## config.mk

```make
export PLATFORM = sky130hd
export DESIGN_NAME = vram_arbiter_m_flat
export DESIGN_NICKNAME = d
export VERILOG_FILES = /design/src/rtl/vram_arbiter_if.sv /design/src/rtl/vram_arbiter_m.sv /design/src/flat_wrapper.sv
export SDC_FILE = /design/constraint.sdc
export NUM_CORES = 1
export LEC_CHECK = 0
export CAP_MARGIN = 20
export CORE_MARGIN = 4
export CORE_UTILIZATION = 34
export CTS_BUF_LIST = sky130_fd_sc_hd__clkbuf_4 sky130_fd_sc_hd__clkbuf_8 sky130_fd_sc_hd__clkbuf_16
export DETAILED_ROUTE_END_ITERATION = 6
export GPL_TIMING_DRIVEN = 0
export PLACE_DENSITY = 0.85
export SLEW_MARGIN = 15
export SYNTH_ARGS = -nofsm -noshare
export SYNTH_HDL_FRONTEND = slang
export SYNTH_SLANG_ARGS = --single-unit
```

## constraint.sdc

```tcl
create_clock -name clk -period 2.8 [get_ports clk]
set_input_delay 0.42 -clock clk [delete_from_list [all_inputs] [get_ports clk]]
set_output_delay 0.42 -clock clk [all_outputs]
set_load 0.01 [all_outputs]
```

## src/rtl/vram_arbiter_if.sv

```systemverilog
// VRAM arbiter bus bundle: CPU requester, GPU fetch requester and the VRAM port.
// slave = arbiter side, master = environment (CPU, GPU, VRAM) side.
interface vram_arbiter_if #(
    parameter int ADDR_W = 12,
    parameter int DATA_W = 8
);
    logic              cpu_req;
    logic              cpu_we;
    logic [ADDR_W-1:0] cpu_addr;
    logic [DATA_W-1:0] cpu_wdata;
    logic [DATA_W-1:0] cpu_rdata;
    logic              cpu_ready;
    logic              gpu_req;
    logic [ADDR_W-1:0] gpu_addr;
    logic              gpu_gnt;
    logic              gpu_valid;
    logic [DATA_W-1:0] gpu_rdata;
    logic [ADDR_W-1:0] vram_addr;
    logic              vram_we;
    logic [DATA_W-1:0] vram_wdata;
    logic [DATA_W-1:0] vram_rdata;

    modport slave (
        input  cpu_req, cpu_we, cpu_addr, cpu_wdata, gpu_req, gpu_addr, vram_rdata,
        output cpu_rdata, cpu_ready, gpu_gnt, gpu_valid, gpu_rdata,
        output vram_addr, vram_we, vram_wdata
    );

    modport master (
        output cpu_req, cpu_we, cpu_addr, cpu_wdata, gpu_req, gpu_addr, vram_rdata,
        input  cpu_rdata, cpu_ready, gpu_gnt, gpu_valid, gpu_rdata,
        input  vram_addr, vram_we, vram_wdata
    );
endinterface

```

## src/rtl/vram_arbiter_m.sv

```systemverilog
// Single-port VRAM arbiter: GPU priority per cycle, CPU guaranteed a slot after
// STARVE_MAX consecutive GPU grants. CPU access takes 3 cycles; GPU reads are pipelined.
module vram_arbiter_m #(
    parameter int ADDR_W     = 12,
    parameter int DATA_W     = 8,
    parameter int VRAM_DEPTH = 2304,
    parameter int STARVE_MAX = 4
) (
    input  logic clk,
    input  logic rst,
    vram_arbiter_if.slave bus
);
    localparam logic [1:0] S_IDLE     = 2'd0;
    localparam logic [1:0] S_CPU_ACC  = 2'd1;
    localparam logic [1:0] S_CPU_DONE = 2'd2;
    localparam int CNT_W = $clog2(STARVE_MAX + 1);

    logic [1:0]       state;
    logic [1:0]       state_nxt;
    logic [CNT_W-1:0] starve_cnt;
    logic             cnt_under;
    logic             gpu_win;
    logic             cpu_win;
    logic             cpu_oor;
    logic             gpu_oor;
    logic             gpu_valid_q;
    logic             gpu_oor_q;
    logic [DATA_W-1:0] cpu_rdata_q;

    assign cpu_oor   = 32'(bus.cpu_addr) >= 32'(VRAM_DEPTH);
    assign gpu_oor   = 32'(bus.gpu_addr) >= 32'(VRAM_DEPTH);
    assign cnt_under = 32'(starve_cnt) < 32'(STARVE_MAX);

    // CPU_DONE hands the port to the GPU so a held cpu_req cannot re-win immediately
    assign gpu_win = !rst && bus.gpu_req &&
                     (((state == S_IDLE) && (!bus.cpu_req || cnt_under)) ||
                      (state == S_CPU_DONE));
    assign cpu_win = !rst && (state == S_IDLE) && bus.cpu_req && !gpu_win;

    always_comb begin
        state_nxt = state;
        case (state)
            S_IDLE:     if (cpu_win) state_nxt = S_CPU_ACC;
            S_CPU_ACC:  state_nxt = S_CPU_DONE;
            S_CPU_DONE: state_nxt = S_IDLE;
            default:    state_nxt = S_IDLE;
        endcase
    end

    always_comb begin
        bus.vram_addr  = '0;
        bus.vram_we    = 1'b0;
        bus.vram_wdata = '0;
        if (cpu_win) begin
            bus.vram_addr  = bus.cpu_addr;
            bus.vram_we    = bus.cpu_we && !cpu_oor;
            bus.vram_wdata = bus.cpu_wdata;
        end else if (gpu_win) begin
            bus.vram_addr  = bus.gpu_addr;
        end else if (state == S_CPU_ACC) begin
            bus.vram_addr  = bus.cpu_addr;
        end
    end

    always_ff @(posedge clk or posedge rst) begin
        if (rst) begin
            state       <= S_IDLE;
            starve_cnt  <= '0;
            cpu_rdata_q <= '0;
            gpu_valid_q <= 1'b0;
            gpu_oor_q   <= 1'b0;
        end else begin
            state       <= state_nxt;
            gpu_valid_q <= gpu_win;
            gpu_oor_q   <= gpu_oor;
            if (cpu_win || !bus.cpu_req)
                starve_cnt <= '0;
            else if ((state == S_IDLE) && gpu_win && cnt_under)
                starve_cnt <= starve_cnt + CNT_W'(1);
            // read data issued in the grant cycle lands during CPU_ACC
            if ((state == S_CPU_ACC) && !bus.cpu_we)
                cpu_rdata_q <= cpu_oor ? '0 : bus.vram_rdata;
        end
    end

    assign bus.gpu_gnt   = gpu_win;
    assign bus.gpu_valid = gpu_valid_q;
    assign bus.gpu_rdata = (gpu_valid_q && !gpu_oor_q) ? bus.vram_rdata : '0;
    assign bus.cpu_rdata = cpu_rdata_q;
    assign bus.cpu_ready = !bus.cpu_req || (state == S_CPU_DONE);
endmodule

```

## src/flat_wrapper.sv

```systemverilog
// flat-port wrapper written by rule: the top's interface ports become plain ports
module vram_arbiter_m_flat 
#(
    parameter int ADDR_W     = 12,
    parameter int DATA_W     = 8,
    parameter int VRAM_DEPTH = 2304,
    parameter int STARVE_MAX = 4
)
  (clk, rst, bus_cpu_req, bus_cpu_we, bus_cpu_addr, bus_cpu_wdata, bus_gpu_req, bus_gpu_addr, bus_vram_rdata, bus_cpu_rdata, bus_cpu_ready, bus_gpu_gnt, bus_gpu_valid, bus_gpu_rdata, bus_vram_addr, bus_vram_we, bus_vram_wdata);
  vram_arbiter_if #(.ADDR_W(ADDR_W), .DATA_W(DATA_W)) bus_i ();
  input  logic clk;
  input  logic rst;
  input wire logic [$bits(bus_i.cpu_req)-1:0] bus_cpu_req;
  input wire logic [$bits(bus_i.cpu_we)-1:0] bus_cpu_we;
  input wire logic [$bits(bus_i.cpu_addr)-1:0] bus_cpu_addr;
  input wire logic [$bits(bus_i.cpu_wdata)-1:0] bus_cpu_wdata;
  input wire logic [$bits(bus_i.gpu_req)-1:0] bus_gpu_req;
  input wire logic [$bits(bus_i.gpu_addr)-1:0] bus_gpu_addr;
  input wire logic [$bits(bus_i.vram_rdata)-1:0] bus_vram_rdata;
  output wire logic [$bits(bus_i.cpu_rdata)-1:0] bus_cpu_rdata;
  output wire logic [$bits(bus_i.cpu_ready)-1:0] bus_cpu_ready;
  output wire logic [$bits(bus_i.gpu_gnt)-1:0] bus_gpu_gnt;
  output wire logic [$bits(bus_i.gpu_valid)-1:0] bus_gpu_valid;
  output wire logic [$bits(bus_i.gpu_rdata)-1:0] bus_gpu_rdata;
  output wire logic [$bits(bus_i.vram_addr)-1:0] bus_vram_addr;
  output wire logic [$bits(bus_i.vram_we)-1:0] bus_vram_we;
  output wire logic [$bits(bus_i.vram_wdata)-1:0] bus_vram_wdata;
  assign bus_i.cpu_req = bus_cpu_req;
  assign bus_i.cpu_we = bus_cpu_we;
  assign bus_i.cpu_addr = bus_cpu_addr;
  assign bus_i.cpu_wdata = bus_cpu_wdata;
  assign bus_i.gpu_req = bus_gpu_req;
  assign bus_i.gpu_addr = bus_gpu_addr;
  assign bus_i.vram_rdata = bus_vram_rdata;
  assign bus_cpu_rdata = bus_i.cpu_rdata;
  assign bus_cpu_ready = bus_i.cpu_ready;
  assign bus_gpu_gnt = bus_i.gpu_gnt;
  assign bus_gpu_valid = bus_i.gpu_valid;
  assign bus_gpu_rdata = bus_i.gpu_rdata;
  assign bus_vram_addr = bus_i.vram_addr;
  assign bus_vram_we = bus_i.vram_we;
  assign bus_vram_wdata = bus_i.vram_wdata;
  vram_arbiter_m #(.ADDR_W(ADDR_W), .DATA_W(DATA_W), .VRAM_DEPTH(VRAM_DEPTH), .STARVE_MAX(STARVE_MAX)) u_core (.clk(clk), .rst(rst), .bus(bus_i));
endmodule
```

==> impl_metrics.json <==
{
  "synth-seq-area-share_pct": 37.2,
  "chipWidth_microns": 62.5,
  "layout.nets": 269,
  "rsz0062_at_grt": "no",
  "port-buffer-count": 84,
  "cp_cell_sequence": "clkdlybuf4s50_1, o31ai_2, and3_1, clkdlybuf4s50_1",
  "drt_pass1_iterations": 4,
  "timing_worst_setup_path_type": "input port to output pin",
  "placed_cell_area_sq_um": 1890,
  "number_of_clock_buffers_inserted_by_tritoncts": 3,
  "leakagePower_nw": 0.872,
  "vias_in_the_first_global_route": 1225,
  "rows": 19,
  "finalHoldViolations": 0,
  "critPathMaxStageDelay_ns": 0.62,
  "routed_wirelength_microns": 3560,
  "ctsHoldBuffers": 0,
  "synthArstFlopShare_pct": 100,
  "reg2reg_from": "u_core.state[0]",
  "path_depth_of_the_worst_reg2reg_path": 3,
  "max-vdd-ir-drop_mv": 0.151,
  "drv.max_cap_violation_count": 0,
  "timing.final.crit_share_pct": 95.9,
  "cp.depth": 4,
  "cts-root-buf": "clkbuf_4",
  "worstPathArrival_ns": 2.27,
  "detail_route.wl_per_cell_microns": 14.1,
  "synthCells": 130,
  "worst_max_slew_pin_slew_ns": 0.668,
  "initial_utilization_pct": 36.0,
  "synth-edff-count": 0,
  "layout.filler_cells": 250,
  "cts.sinks": 15,
  "postSynthNetCount": 176,
  "layout-drive-gt1-share_pct": 9.46,
  "ys_ff_latch": 15,
  "cell_family_with_the_largest_share_of_critical_path_delay": "buffers and inverters",
  "status": "complete, no violations",
  "grt_pass1_wl_microns": 5800,
  "synth.most_common_cell": "nand2_1",
  "area_occupied_by_multi_input_gates_sq_um": 547,
  "start_kind": "input port",
  "critical_path_peak_fanout": 9,
  "synth_area_leader_cell": "dfrtp_1",
  "final.setup_skew_ns": 0.0152,
  "critical-path-slowest-cell": "o31ai_2",
  "clk_latency_ns": 0.28,
  "grt_max_degree": 16,
  "final_antenna_net_count": 0,
  "synth_top_cells_by_area": "dfrtp_1, and2_1, o31ai_1",
  "final_design_area_no_fill_sq_um": 1980,
  "cts.htree.levels": 1,
  "antenna_found_initial": 0,
  "chipHeight_microns": 62.5,
  "regArea_sq_um": 375,
  "fp.coreArea_sq_um": 2810,
  "place_congestion": 0.849,
  "areaGrowthSynthToFinish_pct": 96.8,
  "setup-violations-final": 0,
  "n_antenna_cell": 0,
  "postSynth.topFlopCell": "dfrtp_1",
  "cts_tree": "done",
  "vias_per_cell": 5.02,
  "drt_drc_violations_left": 0,
  "slew_headroom_pct": 55.2,
  "globalRouteOverflowTotal": 0,
  "synth.yosys.warnings": 0,
  "cp_num_buf_inv": 2,
  "yosysTopAreaCellShare_pct": 37.2,
  "power_density_nw_per_um2": 325,
  "fp.dieArea_sq_um": 3900,
  "utilization_pct": 70.7,
  "post-route-min-period_ns": 2.69,
  "drt_first_iter_violations": 45,
  "required_ns": 2.38,
  "finalNonFillerCells": 253,
  "grt_usage_pct": 18.2,
  "cts.path.max_buffers": 2,
  "average_footprint_of_a_synthesized_cell_sq_um": 7.76,
  "min-delay-path-class": "input port to asynchronous set/reset pin",
  "crit_top_cell": "clkdlybuf4s50_1",
  "dr_total_vias": 1271,
  "crit_path_end_kind": "output pin",
  "ios": 85,
  "post_synth_num_cell_types": 26,
  "dpl.hpwl_microns": 2870,
  "syn_area_sq_um": 1010,
  "maxSlewViolCount": 0,
  "crit_start": "bus_cpu_addr[10]",
  "clkSlewWorstSetupHoldPaths_ns": 0.10,
  "placed_cells_incl_taps": 245,
  "achievable-frequency_mhz": 372,
  "ys_top_cells_by_count": "nand2_1, and2_1, inv_1"
}
## state kept, by name, summed over array words and instances, names as in the netlist
register              flops
u_core.starve_cnt         3
u_core.bus.cpu_rdata      8
u_core.gpu_oor_q          1
u_core.state              2
u_core.bus.gpu_valid      1
## per-layer routing
layer	GRT usage, %	vias to the layer above	part of all wire (%)
met2	31.6	57	52
met4	5.79	0	0.96
met1	20.8	584	39
li1	-	626	-
met5	0	-	0
met3	6.65	4	8.2
## path summary, 6_finish.rpt
kind	slack, ns	endpoint
setup / recovery	0.11	bus_vram_we
hold / removal	0.31	u_core.state[0]
setup reg to reg	1.29	u_core.starve_cnt[0]
hold reg to reg	0.50	u_core.bus.cpu_rdata[0]
max in group asynchronous	2.29	u_core.bus.gpu_valid
min in group clk	0.50	u_core.bus.cpu_rdata[0]
## logic make-up (layout without fill, tap and decap cells)
logic type,count (synthesis),in the layout,synth area share [%]
buffers and inverters,24,116,10.8
AOI/OAI and AO/OA,30,30,19.1
adders and majority gates,1,1,1.24
and+or+nand+nor,60,60,31.6
DFF,15,15,37.2
## placed cells by master, fill, tap and decap left out, types with 2 or more instances in the layout
master,n
and2_1,16
o31ai_1,12
a21oi_1,2
inv_1,15
buf_4,6
nand3_1,13
clkbuf_2,2
nor2b_1,2
nand2_1,17
or3b_1,2
o21ai_0,11
nor2_1,3
clkbuf_4,4
buf_6,2
dfrtp_1,15
clkdlybuf4s50_1,83
## tightest hold or removal path, delay by kind of cell
kind	cells	cell delay (ns)
buffers and inverters	3	0.55
## through the flow
step | worst slack, ns | hold slack (ns) | power, mW | setup TNS (ns)
3_3_place_gp | -0.217 | 0.464 | 0.509 | -2.40
2_1_floorplan | 0.888 | 0.330 | 0.347 | 0
5_1_grt | 0.0288 | 0.348 | 0.689 | 0
4_1_cts | 0.00908 | 0.500 | 0.649 | 0
3_5_place_dp | -0.331 | 0.480 | 0.518 | -3.44
6_report | 0.114 | 0.311 | 0.645 | 0
## area by class of cell
class	count	share of cell area, %
Multi-Input combinational cell	91	27.6
Inverter	16	3.22
Buffer	7	2.59
Sequential cell	15	18.9
Tap cell	31	1.95
Timing Repair Buffer	89	44.4
Clock buffer	3	1.13
Clock inverter	1	0.252
## power by group
part	internal, mW	total, mW	switching [mW]
Combinational	0.164	0.267	0.104
Sequential	0.242	0.256	0.0142
Clock	0.0529	0.122	0.0689
Total	0.458	0.645	0.187
## repair_timing
action / CTS / global route
setup endpoints to repair: 14 / 20
pin swaps: 0 / 1
gates resized for setup: 4 / 7
buffers inserted: 1 / 4
No activity file was read; power rests on OpenSTA's default activity.
